<file path="src/rtl/multicycle_control_unit.sv">
// Main controller for the multicycle MIPS datapath: a Moore FSM that sequences
// fetch/decode/execute/memory/writeback and decodes Opcode/Funct into ALU_Control.
module multicycle_control_unit #(
    parameter int OPCODE_WIDTH     = 6,
    parameter int FUNCT_WIDTH      = 6,
    parameter int ALUControl_WIDTH = 3,
    parameter int STATE_WIDTH      = 4
) (
    input  logic                        CLK,
    input  logic                        RST,
    input  logic [OPCODE_WIDTH-1:0]     Opcode,
    input  logic [FUNCT_WIDTH-1:0]      Funct,
    input  logic                        ZERO_Flag,
    output logic [ALUControl_WIDTH-1:0] ALU_Control,
    output logic                        ALUSrcA,
    output logic [1:0]                  ALUSrcB,
    output logic [1:0]                  PCSrc,
    output logic                        PCEn,
    output logic                        IorD,
    output logic                        MemWrite,
    output logic                        IRWrite,
    output logic                        RegDst,
    output logic                        MemtoReg,
    output logic                        RegWrite,
    output logic [STATE_WIDTH-1:0]      State
);

    typedef enum logic [STATE_WIDTH-1:0] {
        FETCH   = STATE_WIDTH'(0),
        DECODE  = STATE_WIDTH'(1),
        MEMADR  = STATE_WIDTH'(2),
        MEMRD   = STATE_WIDTH'(3),
        MEMWB   = STATE_WIDTH'(4),
        MEMWR   = STATE_WIDTH'(5),
        EXEC    = STATE_WIDTH'(6),
        ALUWB   = STATE_WIDTH'(7),
        BEQ     = STATE_WIDTH'(8),
        ADDIEX  = STATE_WIDTH'(9),
        ADDIWB  = STATE_WIDTH'(10),
        JUMP    = STATE_WIDTH'(11)
    } state_t;

    localparam logic [OPCODE_WIDTH-1:0] OP_RTYPE = OPCODE_WIDTH'(6'b000000);
    localparam logic [OPCODE_WIDTH-1:0] OP_LW    = OPCODE_WIDTH'(6'b100011);
    localparam logic [OPCODE_WIDTH-1:0] OP_SW    = OPCODE_WIDTH'(6'b101011);
    localparam logic [OPCODE_WIDTH-1:0] OP_BEQ   = OPCODE_WIDTH'(6'b000100);
    localparam logic [OPCODE_WIDTH-1:0] OP_ADDI  = OPCODE_WIDTH'(6'b001000);
    localparam logic [OPCODE_WIDTH-1:0] OP_J     = OPCODE_WIDTH'(6'b000010);

    localparam logic [FUNCT_WIDTH-1:0] FN_ADD = FUNCT_WIDTH'(6'b100000);
    localparam logic [FUNCT_WIDTH-1:0] FN_SUB = FUNCT_WIDTH'(6'b100010);
    localparam logic [FUNCT_WIDTH-1:0] FN_AND = FUNCT_WIDTH'(6'b100100);
    localparam logic [FUNCT_WIDTH-1:0] FN_OR  = FUNCT_WIDTH'(6'b100101);
    localparam logic [FUNCT_WIDTH-1:0] FN_SLT = FUNCT_WIDTH'(6'b101010);
    localparam logic [FUNCT_WIDTH-1:0] FN_MUL = FUNCT_WIDTH'(6'b011000);

    localparam logic [ALUControl_WIDTH-1:0] ALU_AND = ALUControl_WIDTH'(3'b000);
    localparam logic [ALUControl_WIDTH-1:0] ALU_OR  = ALUControl_WIDTH'(3'b001);
    localparam logic [ALUControl_WIDTH-1:0] ALU_ADD = ALUControl_WIDTH'(3'b010);
    localparam logic [ALUControl_WIDTH-1:0] ALU_SUB = ALUControl_WIDTH'(3'b100);
    localparam logic [ALUControl_WIDTH-1:0] ALU_MUL = ALUControl_WIDTH'(3'b101);
    localparam logic [ALUControl_WIDTH-1:0] ALU_SLT = ALUControl_WIDTH'(3'b110);

    state_t                        state_q;
    state_t                        state_d;
    logic [ALUControl_WIDTH-1:0]   funct_alu;
    logic                          funct_legal;
    logic                          pc_write;
    logic                          branch;
    logic                          ir_write;
    logic                          mem_write;
    logic                          reg_write;

    always_ff @(posedge CLK or negedge RST) begin
        if (!RST) begin
            state_q <= FETCH;
        end else begin
            state_q <= state_d;
        end
    end

    // R-type function decode; an unknown Funct still drives ADD but aborts the instruction
    always_comb begin
        funct_alu   = ALU_ADD;
        funct_legal = 1'b1;
        case (Funct)
            FN_ADD:  funct_alu = ALU_ADD;
            FN_SUB:  funct_alu = ALU_SUB;
            FN_AND:  funct_alu = ALU_AND;
            FN_OR:   funct_alu = ALU_OR;
            FN_SLT:  funct_alu = ALU_SLT;
            FN_MUL:  funct_alu = ALU_MUL;
            default: funct_legal = 1'b0;
        endcase
    end

    always_comb begin
        state_d = FETCH;
        case (state_q)
            FETCH:  state_d = DECODE;
            DECODE: begin
                case (Opcode)
                    OP_LW, OP_SW: state_d = MEMADR;
                    OP_RTYPE:     state_d = EXEC;
                    OP_BEQ:       state_d = BEQ;
                    OP_ADDI:      state_d = ADDIEX;
                    OP_J:         state_d = JUMP;
                    default:      state_d = FETCH;
                endcase
            end
            MEMADR: begin
                if (Opcode == OP_LW) begin
                    state_d = MEMRD;
                end else if (Opcode == OP_SW) begin
                    state_d = MEMWR;
                end else begin
                    state_d = FETCH;
                end
            end
            MEMRD:  state_d = MEMWB;
            EXEC:   state_d = funct_legal ? ALUWB : FETCH;
            ADDIEX: state_d = ADDIWB;
            default: state_d = FETCH;
        endcase
    end

    // Moore output decode; write strobes are collected here and gated by reset below
    always_comb begin
        ALU_Control = ALU_ADD;
        ALUSrcA     = 1'b0;
        ALUSrcB     = 2'b00;
        PCSrc       = 2'b00;
        IorD        = 1'b0;
        RegDst      = 1'b0;
        MemtoReg    = 1'b0;
        pc_write    = 1'b0;
        branch      = 1'b0;
        ir_write    = 1'b0;
        mem_write   = 1'b0;
        reg_write   = 1'b0;
        case (state_q)
            FETCH: begin
                ALUSrcB  = 2'b01;
                ir_write = 1'b1;
                pc_write = 1'b1;
            end
            DECODE: begin
                ALUSrcB = 2'b11;
            end
            MEMADR: begin
                ALUSrcA = 1'b1;
                ALUSrcB = 2'b10;
            end
            MEMRD: begin
                IorD = 1'b1;
            end
            MEMWB: begin
                MemtoReg  = 1'b1;
                reg_write = 1'b1;
            end
            MEMWR: begin
                IorD      = 1'b1;
                mem_write = 1'b1;
            end
            EXEC: begin
                ALUSrcA     = 1'b1;
                ALU_Control = funct_alu;
            end
            ALUWB: begin
                RegDst    = 1'b1;
                reg_write = 1'b1;
            end
            BEQ: begin
                ALUSrcA     = 1'b1;
                ALU_Control = ALU_SUB;
                PCSrc       = 2'b01;
                branch      = 1'b1;
            end
            ADDIEX: begin
                ALUSrcA = 1'b1;
                ALUSrcB = 2'b10;
            end
            ADDIWB: begin
                reg_write = 1'b1;
            end
            JUMP: begin
                PCSrc    = 2'b10;
                pc_write = 1'b1;
            end
            default: begin
                ALU_Control = ALU_ADD;
            end
        endcase
    end

    // Strobes are masked by RST so nothing can be written while reset is held
    assign PCEn     = RST & (pc_write | (branch & ZERO_Flag));
    assign IRWrite  = RST & ir_write;
    assign MemWrite = RST & mem_write;
    assign RegWrite = RST & reg_write;
    assign State    = state_q;

endmodule

</file>
<file path="config.mk">
export PLATFORM = sky130hd
export DESIGN_NAME = multicycle_control_unit
export DESIGN_NICKNAME = d
export VERILOG_FILES = /design/src/rtl/multicycle_control_unit.sv
export SDC_FILE = /design/constraint.sdc
export NUM_CORES = 1
export LEC_CHECK = 0
export ABC_AREA = 1
export CAP_MARGIN = 10
export CORE_UTILIZATION = 33
export DETAILED_ROUTE_END_ITERATION = 8
export PLACE_DENSITY = 0.83
export SYNTH_ARGS = -nofsm -noshare
export SYNTH_HDL_FRONTEND = slang
export SYNTH_SLANG_ARGS = --single-unit
</file>
<file path="constraint.sdc">
create_clock -name CLK -period 0.97 [get_ports CLK]
set_input_delay 0.097 -clock CLK [delete_from_list [all_inputs] [get_ports CLK]]
set_output_delay 0.097 -clock CLK [all_outputs]
set_load 0.02 [all_outputs]
</file>
==> metrics, run 1 <==
H-Tree Depth=1; Post-Synth Adder-Cell Area=0%; Post-Syn Area=566 sq um; Compound-Gate Fraction of Synth Area=9.96%; Synth Area in Simple Gates=59.1%; Root Buffer=clkbuf_4; die height=43.4 microns; worst_ep grt=ALU_Control[0]; multiplexer share of the synthesized area=0%; largest net degree at the start of global routing=7; Worst EP Category=primary output; Routability Congestion=0.868; Synth Area in XOR/XNOR=0%; cell taking the most area after synthesis=nand2_1; status=stopped before the end; ranking of synthesized cells by area=nand2_1 (20%), nor2_1 (18%), dfrtp_1 (18%); Synth top area share=19.9%; Detail Placement HPWL=1820 microns; clock sink total=4; sequential area share after synthesis=17.7%; Mapped Cells=114; Initial Util=36.3%; Error=[ERROR DPL-0033] detailed placement checks failed during check placement.; CTS buffer count=3; Fail Step=global routing (5_1_grt); # hold bufs at CTS=0; syn_area_per_cell=4.96 sq um; placed cell count=192; clk buf depth=2; port bufs=33; Ys Warns=0; IO Pins=34; DIE WIDTH=43.4 microns; Synth cell types=13; largest family of logic cells by synthesized area=simple AND/OR/NAND/NOR gates; number of synthesized register bits=4; row count=14; Mapped Nets=129; initial antenna violation count=0
logic make-up after synthesis:
family,after synthesis
AOI/OAI and AO/OA,11
buffers and inverters,20
and+or+nand+nor,79
DFF,4
stage by stage:
stage | TNS (ns) | util (%) | setup slack [ns] | instance area (sq um) | hold slack [ns]
4_1_cts | -8.46 | 94.7 | -0.516 | 1480 | 0.154
3_5_place_dp | -13.24 | 80.2 | -1.05 | 1250 | 0.406
3_3_place_gp | -12.45 | 80.2 | -0.911 | 1250 | 0.400
2_1_floorplan | -2.61 | - | -0.289 | 682 | -0.199
what timing repair did:
item | 4_1_cts
setup buffers | 11
pin swaps | 18
resized for setup | 142
endpoints found under the setup margin | 23
cells in the mapped netlist, drive strengths merged:
cell type / count
nor3: 2
nor2: 30
dfrtp: 4
a21oi: 6
nand4: 1
o21ai: 4
nand2: 30
nand3b: 2
nand3: 14
inv: 20
o22ai: 1
==> run 2: changes to the inputs <==
--- a/config.mk
+++ b/config.mk
@@ -7,9 +7,10 @@
 export LEC_CHECK = 0
 export ABC_AREA = 1
 export CAP_MARGIN = 10
-export CORE_UTILIZATION = 33
+export CORE_AREA = 2 2 63 65
 export DETAILED_ROUTE_END_ITERATION = 8
-export PLACE_DENSITY = 0.83
+export DIE_AREA = 0 0 65 67
+export PLACE_DENSITY_LB_ADDON = 0.15
 export SYNTH_ARGS = -nofsm -noshare
 export SYNTH_HDL_FRONTEND = slang
 export SYNTH_SLANG_ARGS = --single-unit
==> constraint.sdc (replaced) <==
create_clock -name CLK -period 1.26 [get_ports CLK]
set_input_delay 0.126 -clock CLK [delete_from_list [all_inputs] [get_ports CLK]]
set_output_delay 0.126 -clock CLK [all_outputs]
set_load 0.02 [all_outputs]
==> metrics, run 2 <==
status=finished with violations; violated checks=negative setup slack; DP Worst Slack=-0.746 ns (+0.306 ns); P&R area growth vs syn=166%; met3 WL=142 microns; most frequent cells in the layout=buf_4 (32), buf_6 (19), nand2_1 (18), nor2_1 (16), inv_1 (13); row count=22 (+8); Static Leakage=0.000764 uW; DIE WIDTH=65 microns (+50%); critical path arrival=1.35 ns; Multi-input gate area=592 sq um; Mapped Cells=114 (unchanged); CP startpoint kind=flip-flop; commonest non-fill, non-tap cell in the layout=buf_4; Root Buffer=clkbuf_8; Synth top area share=19.9% (unchanged); Final setup viols=19; initial antenna violation count=0; crit path max fanout=6; CP max stage cell=dfrtp_2; Crit Path Class=flip-flop to output pin; P_sw=800 uW; Top Family by Delay on Critical Path=flip-flops; share of cells above drive strength 1=55.1%; Mapped Nets=129 (unchanged); port bufs=33 (unchanged); Worst-Margin Slew=0.289 ns; Synth top cells by count=nand2_1 (30), nor2_1 (27), inv_1 (20), nand3_1 (14), a21oi_1 (6); DIE AREA=4360 sq um; Req. time, crit path=1.13 ns; CTS buffer count=3 (unchanged); Global Route Usage Sum=11.6%; max FFs per register=4; PwrDens=1270 nW/um^2; GRT overflow=0; Reg area=105 sq um; Max rail drop VDD=722 uV; Clock Skew=0.00265 ns; FFs w/ async S/R, synth=100% (unchanged); Tmin final=1.47 ns; layout filler cell count=393; vias in the first global route=987; Routability Congestion=0.775 (-11%); Initial Util=15.7% (-21 points); # hold bufs at CTS=0 (unchanged); switching share of power=41.9%; remaining routing DRC violations=0; placed cell count=225 (+17%); Ys Warns=0 (unchanged); period utilization=117%; hold_ws=0.236 ns; main flop type after synthesis=dfrtp_1; clock power share=15.0%; drt total wl=2340 microns; Hold Crit Class=input port to asynchronous set/reset pin; IO Pins=34 (unchanged); Final Hold Fails=0; combinational fraction of design power=73.6%; Clock Latency Late Sink=0.22 ns; core area=3610 sq um; max-capacitance violation count=0; worst path bufs/invs=2; f_max=679 MHz; RSZ-0062 raised after global routing=yes; Highest Signal Layer=met3; number of synthesized register bits=4 (unchanged); Pins Over Slew Limit=0; Synth cell types=13 (unchanged); Starting DRT DRC Count=36; Worst-path clk slew=0.03 ns; most common cell in the netlist=nand2_1; part of the power in registers=11.5%; CP Capture Type=output pin; Final ANT Viol Nets=0; setup ws final=-0.213 ns; Post-Syn Area=566 sq um (unchanged); largest net degree at the start of global routing=7; Detail Placement HPWL=1830 microns (+0.96%); Int Pwr=1110 uW; Post-synth EDFFs=0 (unchanged); CP peak stage delay=0.44 ns; max_slew headroom=80.6%; cell taking the most area after synthesis=nand2_1; sequential area share after synthesis=17.7% (unchanged); Final Cell Area=1510 sq um; met1 wire length=994 microns; first drt pass iteration count=4; first-pass GRT wire length=4060 microns; clock sink total=4 (unchanged); placed cell area=1240 sq um (-0.70%); Total Nets Final=203; met2 WL=1200 microns; clk buf depth=2 (unchanged); Critical Path, Cell by Cell=inv_2 -> nand2_4 -> nor2_4 -> nand4_1 -> o21ai_2 -> buf_6; H-Tree Depth=1 (unchanged); Antenna Cells=0; die height=67 microns (+54%); vias per std cell=4.07; total number of vias=956; setup TNS=-2.35 ns; final cell count without fillers=235; TritonCTS clock tree=yes; syn_area_per_cell=4.96 sq um (unchanged); wire length per cell=9.94 microns; ranking of synthesized cells by area=nand2_1 (20%), nor2_1 (18%), dfrtp_1 (18%)
[run 2: cell counts after synthesis]
No cell type changed its count.
[run 2: stage by stage]
step	total power [uW]	utilization (%)
2_1_floorplan	653	-
3_3_place_gp	1240	34.4
3_5_place_dp	1240	34.4
4_1_cts	1830	40.6
5_1_grt	2050	41.8
6_report	1910	41.8
[run 2: final timing paths]
check / from / end / slack, ns / depth (start not counted)
setup / recovery: State[0] / ALU_Control[1] / -0.21 / 6
hold / removal: RST / State[0] / 0.24 / 2
setup reg to reg: State[0] / State[3] / -0.09 / 8
hold reg to reg: State[1] / State[3] / 0.78 / 3
max in group asynchronous: RST / State[2] / 0.91 / 2
min in group CLK: Funct[1] / State[0] / 0.65 / 7
[run 2: what timing repair did]
action	in CTS	in global routing
setup endpoints to repair	23	23
buffers inserted	4	3
gates resized for setup	138	17
pin swaps	15	7
[run 2: cells by family (layout without fill, tap and decap cells)]
family          count (synthesis)  after routing  synth area share, %
flops                           4              4                 17.7
compound gates                 11             11                 9.96
simple gates                   79             79                 59.1
buf+inv                        20             93                 13.3
[run 2: area by class of cell]
type                       instances  area share (%)
clock buffer                       4            2.99
timing repair buffer              69            41.4
sequential                         4            6.98
multi-input combinational         90            39.3
tap                               48            3.99
inverter                          20            5.32
[run 2: power by group through the flow]
stage	logic, uW	registers (uW)	clock network, uW
2_1_floorplan	417	236	0
3_3_place_gp	1040	205	0
3_5_place_dp	1040	206	0
4_1_cts	1320	218	294
5_1_grt	1520	224	310
6_report	1400	219	285
[run 2: per-layer routing]
layer	GRT usage [%]	vias to the layer above
met3	2.03	0
met2	21.4	21
li1	-	502
met5	0	-
met4	3.19	0
met1	13.8	433
Note: power is estimated with default switching activity, not from simulation.
==> run 3: changes to the inputs <==
--- a/config.mk
+++ b/config.mk
@@ -10,6 +10,7 @@
 export CORE_AREA = 2 2 63 65
 export DETAILED_ROUTE_END_ITERATION = 8
 export DIE_AREA = 0 0 65 67
+export MAX_ROUTING_LAYER = met4
 export PLACE_DENSITY_LB_ADDON = 0.15
 export SYNTH_ARGS = -nofsm -noshare
 export SYNTH_HDL_FRONTEND = slang
==> metrics, run 3 (same netlist as run 2, synthesis figures left out) <==
P&R area growth vs syn=166% (unchanged); core area=3610 sq um (unchanged); GR met3 Demand/Resource=1.86% (-0.17 points); drt total wl=2340 microns (unchanged); row count=22 (unchanged); Req. time, crit path=1.13 ns (about the same); H-Tree Depth=1 (unchanged); Worst-path clk slew=0.03 ns (about the same); critical path startpoint=State[0]; Tmin final=1.47 ns (-0.0000220 ns); Top Usage Layer GRT=met2; total number of vias=956 (unchanged); Detail Placement HPWL=1830 microns (unchanged); switching share of power=41.9% (about the same); combinational fraction of design power=73.6% (about the same); wire length per cell=9.94 microns (unchanged); worst path bufs/invs=2 (unchanged); Worst-Margin Slew=0.289 ns (unchanged); DIE AREA=4360 sq um (unchanged); status=finished with violations; Final Hold Fails=0 (unchanged); P_sw=800 uW (about the same); placed cell count=225 (unchanged); max-capacitance violation count=0 (unchanged); max_slew headroom=80.6% (unchanged); Int Pwr=1110 uW (about the same); Pins Over Slew Limit=0 (unchanged); Routability Congestion=0.786 (+1.4%); share of cells above drive strength 1=55.1% (unchanged); remaining routing DRC violations=0 (unchanged); Final ANT Viol Nets=0 (unchanged); Clock Latency Late Sink=0.22 ns (about the same); f_max=679 MHz (about the same); vias in the first global route=987 (unchanged); Global Route Usage Sum=12.0% (+0.31 points); PwrDens=1270 nW/um^2 (about the same); Clock Skew=0.00264 ns (-0.00000691 ns); commonest non-fill, non-tap cell in the layout=buf_4; GRT overflow=0 (unchanged); clock sink total=4 (unchanged); Total Nets Final=203 (unchanged); final cell count without fillers=235 (unchanged); total power=1910 uW (about the same); largest net degree at the start of global routing=7 (unchanged); most frequent cells in the layout=buf_4 (32), buf_6 (19), nand2_1 (18), nor2_1 (16), inv_1 (13); setup ws final=-0.213 ns (+0.0000220 ns); Max rail drop VDD=722 uV (about the same); violated checks=negative setup slack; initial antenna violation count=0 (unchanged); Final setup viols=19 (unchanged); part of the power in registers=11.5% (about the same); met1 Resource Use GR=13.9% (+0.10 points); clk buf depth=2 (unchanged); CTS buffer count=3 (unchanged); CP peak stage delay=0.44 ns (about the same); Root Buffer=clkbuf_8; max FFs per register=4 (unchanged); Critical Path, Cell by Cell=inv_2 -> nand2_4 -> nor2_4 -> nand4_1 -> o21ai_2 -> buf_6; Starting DRT DRC Count=37 (+2.8%); Initial Util=15.7% (unchanged); port bufs=33 (unchanged); CP startpoint kind=flip-flop; die height=67 microns (unchanged); Crit Path Class=flip-flop to output pin; critical path depth=6 (unchanged); critical path arrival=1.35 ns (about the same); CP max stage cell=dfrtp_2; IO Pins=34 (unchanged); TritonCTS clock tree=yes; first-pass GRT wire length=4060 microns (unchanged); RSZ-0062 raised after global routing=yes; CP Capture Type=output pin; Static Leakage=0.000764 uW (unchanged); vias per std cell=4.07 (unchanged); Antenna Cells=0 (unchanged); crit path max fanout=6 (unchanged); first drt pass iteration count=4 (unchanged); clock power share=15.0% (about the same); R2R cell count=8 (unchanged); layout filler cell count=393 (unchanged); met2 Use GR=21.4% (unchanged); R2R Path Start=State[0]; Hold Crit Class=input port to asynchronous set/reset pin; period utilization=117% (about the same); DIE WIDTH=65 microns (unchanged); Top Family by Delay on Critical Path=flip-flops
[run 3: cell counts in the layout (fill, tap and decap cells not counted)]
Identical to the previous run, type by type.
[run 3: layout make-up]
type                    count  area [sq um]  share of cell area (%)
flip-flops and latches      4           105                    6.98
well taps                  48          60.1                    3.99
multi-input cells          90           592                    39.3
repair buffers             69           624                    41.4
clock buffers               4          45.0                    2.99
inverters                  20          80.1                    5.32
[run 3: what timing repair did]
item | in CTS | in global routing
hold buffers | 0 | 0
resized for setup | 138 | 17
pin swaps | 15 | 7
setup buffers | 4 | 3
endpoints found under the setup margin | 23 | 23
[run 3: layer usage]
layer  share of wire (%)  vias up
met5                   0        -
met4                   0        0
met3                 5.7        0
met2                  51       21
met1                  43      433
li1                    -      502
[run 3: metrics by stage]
step | hold WS [ns] | setup TNS, ns | area (sq um) | setup slack (ns) | utilization, %
after global placement | 0.468 | -7.72 | 1240 | -0.729 | 34.4
final | 0.236 | -2.35 | 1510 | -0.213 | 41.8
after global routing | 0.277 | -3.65 | 1510 | -0.294 | 41.8
after detailed placement | 0.467 | -7.66 | 1240 | -0.746 | 34.4
after CTS | 0.240 | -2.66 | 1470 | -0.225 | 40.6
after floorplan | -0.170 | -0.0285 | 626 | -0.0285 | -
[run 3: power groups by stage]
| stage | sequential, uW | combinational [uW] | clock (uW) |
|---|---|---|---|
| 6_report | 219 | 1400 | 285 |
| 5_1_grt | 224 | 1520 | 310 |
| 4_1_cts | 218 | 1320 | 294 |
| 3_5_place_dp | 206 | 1040 | 0 |
| 3_3_place_gp | 205 | 1040 | 0 |
| 2_1_floorplan | 236 | 417 | 0 |
[run 3: path summary, 6_finish.rpt]
path	slack, ns	endpoint
min in group CLK	0.65	State[0]
worst max-delay path	-0.21	ALU_Control[1]
worst min-delay path	0.24	State[0]
worst max register to register	-0.09	State[3]
max in group asynchronous	0.91	State[2]
worst min register to register	0.78	State[3]
